==> src/rtl/bram_port_arbiter.sv <==
// bram_port_arbiter
//   Round-robin arbiter sharing one port of a byte-enabled BRAM between
//   NUM_REQ requesters. One request is accepted per cycle. A read is answered
//   exactly one cycle later on the one-hot resp_valid bit of the requester that
//   issued it. Writes produce no response.
//
//   Optional feature, enabled by defining BRAM_ARB_CLEAR_EN:
//     after reset release the memory is zeroed, one word per cycle, before
//     arbitration starts. With the macro undefined the arbiter starts
//     directly in arbitration.
//
// Ports
//   clock, reset          rising-edge clock, asynchronous active-low reset
//   req_valid/req_ready   per-requester request handshake (ready one-hot or 0)
//   req_write             1 = write, 0 = read
//   req_byteEnable/req_address/req_writeData
//                         requester i's field at [i*W +: W]
//   resp_valid            one-hot read response valid
//   resp_readData         shared read data (pass-through of mem_readData)
//   init_done             arbiter is accepting requests
//   mem_*                 BRAM port (readData is registered by the BRAM)
//
// state    | meaning
// ---------+----------------------------------------------------------
// ST_CLEAR | zeroing memory, address = clear counter (feature only)
// ST_ARB   | round-robin arbitration of requester traffic

module bram_port_arbiter #(
  parameter int NUM_REQ    = 2,
  parameter int DATA_WIDTH = 32,
  parameter int ADDR_WIDTH = 8,
  parameter int NUM_BYTES  = DATA_WIDTH / 8
) (
  input  logic                          clock,
  input  logic                          reset,
  input  logic [NUM_REQ-1:0]            req_valid,
  output logic [NUM_REQ-1:0]            req_ready,
  input  logic [NUM_REQ-1:0]            req_write,
  input  logic [NUM_REQ*NUM_BYTES-1:0]  req_byteEnable,
  input  logic [NUM_REQ*ADDR_WIDTH-1:0] req_address,
  input  logic [NUM_REQ*DATA_WIDTH-1:0] req_writeData,
  output logic [NUM_REQ-1:0]            resp_valid,
  output logic [DATA_WIDTH-1:0]         resp_readData,
  output logic                          init_done,
  output logic                          mem_readEnable,
  output logic                          mem_writeEnable,
  output logic [NUM_BYTES-1:0]          mem_writeByteEnable,
  output logic [ADDR_WIDTH-1:0]         mem_address,
  output logic [DATA_WIDTH-1:0]         mem_writeData,
  input  logic [DATA_WIDTH-1:0]         mem_readData
);

  localparam int IDX_W = (NUM_REQ > 1) ? $clog2(NUM_REQ) : 1;
  localparam logic [IDX_W-1:0] RR_RST = IDX_W'(NUM_REQ - 1);

  logic [IDX_W-1:0]   rr_ptr_q, rr_ptr_d;
  logic [NUM_REQ-1:0] resp_valid_q, resp_valid_d;
  logic               init_done_q;
  logic               arb_active;
  logic               any_valid;
  logic               found_hi;
  logic [IDX_W-1:0]   win_hi, win_lo, winner;

`ifdef BRAM_ARB_CLEAR_EN
  typedef enum logic {ST_CLEAR = 1'b0, ST_ARB = 1'b1} state_e;

  state_e                state_q, state_d;
  logic [ADDR_WIDTH-1:0] clr_cnt_q, clr_cnt_d;

  always_ff @(posedge clock or negedge reset) begin
    if (!reset) begin
      state_q   <= ST_CLEAR;
      clr_cnt_q <= '0;
    end else begin
      state_q   <= state_d;
      clr_cnt_q <= clr_cnt_d;
    end
  end

  always_comb begin
    state_d   = state_q;
    clr_cnt_d = clr_cnt_q;
    if (state_q == ST_CLEAR) begin
      clr_cnt_d = clr_cnt_q + ADDR_WIDTH'(1);
      if (&clr_cnt_q) state_d = ST_ARB;
    end
  end

  assign arb_active = reset && (state_q == ST_ARB);
`else
  assign arb_active = reset;
`endif

  assign any_valid = |req_valid;

  // Requesters above rr_ptr take precedence over those at or below it; the
  // lowest index within each group wins, giving the rotating scan order.
  always_comb begin
    found_hi = 1'b0;
    win_hi   = '0;
    win_lo   = '0;
    for (int i = NUM_REQ - 1; i >= 0; i--) begin
      if (req_valid[i]) begin
        if (i > int'(rr_ptr_q)) begin
          found_hi = 1'b1;
          win_hi   = IDX_W'(i);
        end else begin
          win_lo = IDX_W'(i);
        end
      end
    end
    winner = found_hi ? win_hi : win_lo;
  end

  // Output / issue logic
  always_comb begin
    req_ready           = '0;
    resp_valid_d        = '0;
    mem_readEnable      = 1'b0;
    mem_writeEnable     = 1'b0;
    mem_writeByteEnable = '0;
    mem_address         = '0;
    mem_writeData       = '0;
`ifdef BRAM_ARB_CLEAR_EN
    if (reset && state_q == ST_CLEAR) begin
      mem_writeEnable     = 1'b1;
      mem_writeByteEnable = '1;
      mem_address         = clr_cnt_q;
    end
`endif
    if (arb_active && any_valid) begin
      for (int i = 0; i < NUM_REQ; i++) begin
        if (winner == IDX_W'(i)) begin
          req_ready[i]        = 1'b1;
          resp_valid_d[i]     = ~req_write[i];
          mem_writeEnable     = req_write[i];
          mem_readEnable      = ~req_write[i];
          mem_writeByteEnable = req_byteEnable[i*NUM_BYTES +: NUM_BYTES];
          mem_address         = req_address[i*ADDR_WIDTH +: ADDR_WIDTH];
          mem_writeData       = req_writeData[i*DATA_WIDTH +: DATA_WIDTH];
        end
      end
    end
  end

  assign rr_ptr_d = (arb_active && any_valid) ? winner : rr_ptr_q;

  always_ff @(posedge clock or negedge reset) begin
    if (!reset) begin
      rr_ptr_q     <= RR_RST;
      resp_valid_q <= '0;
      init_done_q  <= 1'b0;
    end else begin
      rr_ptr_q     <= rr_ptr_d;
      resp_valid_q <= resp_valid_d;
      init_done_q  <= arb_active;
    end
  end

  assign resp_valid    = resp_valid_q;
  assign resp_readData = mem_readData;
  assign init_done     = init_done_q;

endmodule

==> config.mk <==
export PLATFORM = sky130hd
export DESIGN_NAME = bram_port_arbiter
export DESIGN_NICKNAME = d
export VERILOG_FILES = /design/src/rtl/bram_port_arbiter.sv
export SDC_FILE = /design/constraint.sdc
export NUM_CORES = 1
export LEC_CHECK = 0
export CORE_AREA = 2 2 81 83
export CTS_CLUSTER_DIAMETER = 150
export DETAILED_ROUTE_END_ITERATION = 7
export DIE_AREA = 0 0 83 85
export MAX_ROUTING_LAYER = met4
export PLACE_DENSITY = 0.77
export SLEW_MARGIN = 20
export SYNTH_ARGS = -nofsm -noshare
export SYNTH_HDL_FRONTEND = slang
export SYNTH_SLANG_ARGS = --single-unit
==> constraint.sdc <==
create_clock -name clock -period 2 [get_ports clock]
set_input_delay 0.4 -clock clock [delete_from_list [all_inputs] [get_ports clock]]
set_output_delay 0.4 -clock clock [all_outputs]
set_load 0.05 [all_outputs]
# Yosys cells after proc, flatten, opt, wreduce, memory -nomap -nowiden
# Cells that the tools add are included.
[totals]
reg_bits = 4
latchBits = 0
ram_bits = 0
mem_bits_ro = 0
inputBits = 126
out_inout_bits = 83
elab_cells = 30
n_memories = 0
[classes]
n_addsub = 0
multipliers = 0
div_mod_pow = 0
n_lt_le_gt_ge = 1
eq_ne = 0
shift = 0
muxes = 22
bitwise = 2
reduce_logical = 2
[op_table]
columns = ["cell", "count"]
rows = [
  ["32-bit two-way mux", 2],
  ["8-bit two-way mux", 2],
  ["1-bit two-way mux", 14],
  ["4-bit two-way mux", 2],
  ["2-bit two-way mux", 2],
  ["1-bit NOT", 2],
  ["2-bit OR reduction", 1],
  ["1-bit greater-than comparator, first input constant", 1],
  ["1-bit logical AND", 1],
]

# Depth between registers and ports, before layout
[depth]
word_depth = 7
depth_mapped = 5
depth_no_buf = 3

# Least setup slack after synthesis
# No wires, ideal clock.
[synth_path]
path_kind = "register -> output"
startpoint = "reg rr_ptr_q"
endpoint = "out mem_writeData[10]"
t_arrival_ns = 1.751
required_ns = 1.600
setup_slack_ns = -0.151
stages_incl_launch_ff = 6
n_path_buf = 2
path_cell_list = "dfstp_2 nor2b_4 nand2b_4 buf_12 buf_8 o22ai_1"
[synth_via]
elab_chain_len = 7
word_cells_on_any_way = 9
classes_between = "1 x order compare; 8 x mux"
[synth_lines]
columns = ["item", "line_no", "source"]
rows = [
  ["start, declared", "56", "logic [IDX_W-1:0] rr_ptr_q, rr_ptr_d;"],
  ["start signal, assigned", "154", "rr_ptr_q <= rr_ptr_d;"],
  ["1-bit greater-than comparator *", "104", "if (i > int'(rr_ptr_q)) begin"],
  ["1-bit two-way mux", "104", ""],
  ["1-bit two-way mux (2 in series)", "103", "if (req_valid[i]) begin"],
  ["1-bit two-way mux *", "112", "winner = found_hi ? win_hi : win_lo;"],
  ["32-bit two-way mux *", "133", "if (winner == IDX_W'(i)) begin"],
  ["32-bit two-way mux *", "131", "if (arb_active && any_valid) begin"],
  ["end, declared", "49", "output logic [DATA_WIDTH-1:0] mem_writeData,"],
]
# Mark *: on every way between the ends. The rest lies on a longest branch, timed or not.

# Worst setup path after layout
[layout_path]
startpoint = "reg rr_ptr_q"
endpoint = "out mem_writeByteEnable[3]"
[layout_via]
elab_chain_len = 7
word_cells_on_any_way = 9
classes_between = "1 x order compare; 8 x mux"
[layout_lines]
columns = ["item", "line_no", "source"]
rows = [
  ["1-bit greater-than comparator *", "104", ""],
  ["1-bit two-way mux", "104", ""],
  ["1-bit two-way mux (2 in series)", "103", ""],
  ["1-bit two-way mux *", "112", ""],
  ["4-bit two-way mux *", "133", ""],
  ["4-bit two-way mux *", "131", ""],
  ["end, declared", "47", "output logic [NUM_BYTES-1:0] mem_writeByteEnable,"],
]
# Marks and branches as above.

==> results.cfg <==
[route]
detail_route.first_pass.iterations = 4
num_vias = 1924
drt.antenna.violating_nets = 0
detail_route.iter0.violations = 32
vias_per_cell = 4.87
wire_length_reported_by_the_detailed_router_um = 7270
wire_per_inst_um = 18.4
post-route-drc-count = 0

[synthesis]
number_of_warnings_issued_by_yosys = 0
postSynthRegisterBits = 4
synth_fp_nets = 328
syn_area_um2 = 1270
synth.distinct_cells = 19
postSynthCellCount = 202
syn-mean-instance-area_um2 = 6.27
synth_sequential_area_ratio = 0.0800

[floorplan]
fp-row-count = 29
die_height_um = 85
top_level_ports = 209
die_w_um = 83
core_area_um2 = 6200
die_area_um2 = 7060
start_util = 0.204

[final_layout]
drive_gt1_frac = 0.393
fin_nets = 445
area_delta_synth_final_pct = 198
final_core_util = 0.607
fillCellCount = 500
antennaDiodeCount = 0

[clock_network]
ctsHtreeMaxLevel = 1
clock_path_buffers = 2
worst_setup_hold_path_clk_slew_ps = 40
clock_tree_from_tritoncts = built
inserted_clock_buffers = 3
clock_sink_count = 4
clock_tree.root_cell = sky130_fd_sc_hd__clkbuf_8
clock_latency_ps = 220

[power_and_ir_drop]
power_density_nw_per_um2 = 452
seq_power_share = 0.059
internal_power_uw = 941
p_total_uw = 1700
total_switching_power_uw = 762
max-vdd-ir-drop_uv = 360
switching_share = 0.448
cellLeakagePower_uw = 0.00140
share_of_total_power_in_the_clock_network = 0.110
p_comb_frac = 0.831

[timing]
timing.final.ws_setup_ps = -29.0
worst-slew-pin-transition_ps = 516
setup_viol = 3
timing.slew.headroom = 0.655
max_freq_mhz = 493
hold_violations = 0
setup_tns_ps = -41.4
period_minus_ws_final_ps = 2030
rsz_0062_raised_after_global_routing = yes
clock-skew-final_ps = 2.09
finalCritPeriodShare = 1.01
timing_max_transition_violations_final = 0

[placed_design]
gp_congestion = 0.748
placement.io_buffers = 144
detailed_place_hpwl_um = 4640

[global_routing]
vias_in_the_first_global_route = 2133
global_route.usage.total = 0.195
grt_antenna_before_repair = 0
grt_overflow_total = 0
global_route_wire_length_before_repair_um = 10800
grt_start_max_net_pins = 44

[status]
failed_checks = setup timing
outcome = finished, violations left

[worst_setup_path]
worstPathMaxFanout = 6
setup.worst_path.start_class = flip-flop
end_kind = output port
worst-r2r-setup-slack_ps = 790
worst-endpoint-required_ps = 1600
arrival_ps = 1630
crit_type = flip-flop to output port

[worst_hold_path]
worst_hold_path_type = primary input to asynchronous set/reset pin

[job]
drv.max_cap_violation_count = 0
[power groups by stage]
| stage | combinational (µW) | sequential [µW] | clock, µW |
|---|---|---|---|
| 2_1_floorplan | 694 | 107 | 0 |
| 3_3_place_gp | 1100 | 98.4 | 0 |
| 3_5_place_dp | 1120 | 98.6 | 0 |
| 4_1_cts | 1360 | 98.5 | 192 |
| 5_1_grt | 1470 | 100 | 197 |
| 6_report | 1420 | 99.7 | 187 |
[what timing repair did]
item | CTS | global route
setup endpoints to repair | 47 | 37
hold buffers | 0 | 0
buffers inserted | 2 | 1
pin swaps | 1 | 4
resized for setup | 66 | 19
cloned | 5 | 2
[cells by family after synthesis]
| kind of cell | count (synthesis) | synth area share |
|---|---|---|
| AND/OR/NAND/NOR | 99 | 0.313 |
| AO/OA/AOI/OAI | 47 | 0.291 |
| flip-flops | 4 | 0.0800 |
| buffers and inverters | 52 | 0.316 |
[cell usage after synthesis]
library cell               count  area (µm²)
sky130_fd_sc_hd__a22o_2        1        10.0
sky130_fd_sc_hd__buf_12        2        40.0
sky130_fd_sc_hd__nand2b_4      1        13.8
sky130_fd_sc_hd__buf_8         3        45.0
sky130_fd_sc_hd__buf_2        12        60.1
sky130_fd_sc_hd__nand2_1      92         345
sky130_fd_sc_hd__nor2_1        2        7.51
sky130_fd_sc_hd__o22ai_2      11         138
sky130_fd_sc_hd__nand3_1       1        5.00
sky130_fd_sc_hd__o22ai_1      34         213
sky130_fd_sc_hd__o21bai_1      1        7.51
sky130_fd_sc_hd__nand2_2       1        6.26
sky130_fd_sc_hd__nor3_1        1        5.00
sky130_fd_sc_hd__buf_4        33         248
sky130_fd_sc_hd__dfstp_2       1        26.3
sky130_fd_sc_hd__dfrtp_1       3        75.1
sky130_fd_sc_hd__inv_1         1        3.75
sky130_fd_sc_hd__clkbuf_1      1        3.75
sky130_fd_sc_hd__nor2b_4       1        13.8
[final timing paths]
check | from | to | depth (start not counted)
worst max-delay path | rr_ptr_q | mem_writeByteEnable[3] | 5
worst min-delay path | reset | resp_valid[0] | 2
worst max register to register | rr_ptr_q | resp_valid[0] | 4
worst min register to register | rr_ptr_q | rr_ptr_q | 1
max in group asynchronous | reset | rr_ptr_q | 2
min in group clock | reset | init_done | 2
[cell type report]
cell class | instances | area (µm²) | area share
multi-input combinational | 146 | 1260 | 0.336
sequential | 4 | 101 | 0.0269
tap | 77 | 96.3 | 0.0256
inverter | 1 | 3.75 | 0.000996
clock buffer | 4 | 45.0 | 0.0120
timing repair buffer | 163 | 2260 | 0.599
[registers in the layout (all words and copies together) (netlist names)]
name,count
init_done,1
resp_valid,2
rr_ptr_q,1
[layer usage]
metal	global-route usage	share of wire	wire, µm	vias to the layer above
met1	0.193	0.36	2590	901
met2	0.379	0.55	4030	103
met5	-	0	0	-
li1	-	-	-	891
met3	0.0399	0.065	472	29
met4	0.0656	0.024	175	0
[per-stage QoR]
step,instance area (µm²),instances,setup slack [ps],hold slack [ps]
global route,3770,395,-53.8,226
floorplan,1280,202,-151,104
CTS,3660,394,-51.1,213
finish,3770,395,-29.0,225
global placement,3050,383,-150,448
detailed placement,3050,383,-184,454
[layout by cell type, fill, tap and decap left out, drive strengths merged, types with 2 or more instances in the layout]
cell / n
clkdlybuf4s50: 93
nand2: 93
buf: 66
o22ai: 45
clkbuf: 7
dfrtp: 3
nor2: 2
[worst max-delay path, cell delays in order, from the launching register on]
cell and delay [ps]:
sky130_fd_sc_hd__dfstp_2 580, sky130_fd_sc_hd__nor2b_4 60, sky130_fd_sc_hd__nand2b_4 220, sky130_fd_sc_hd__buf_12 190, sky130_fd_sc_hd__o22ai_4 180, sky130_fd_sc_hd__buf_12 170
(Power assumes the default switching activity.)
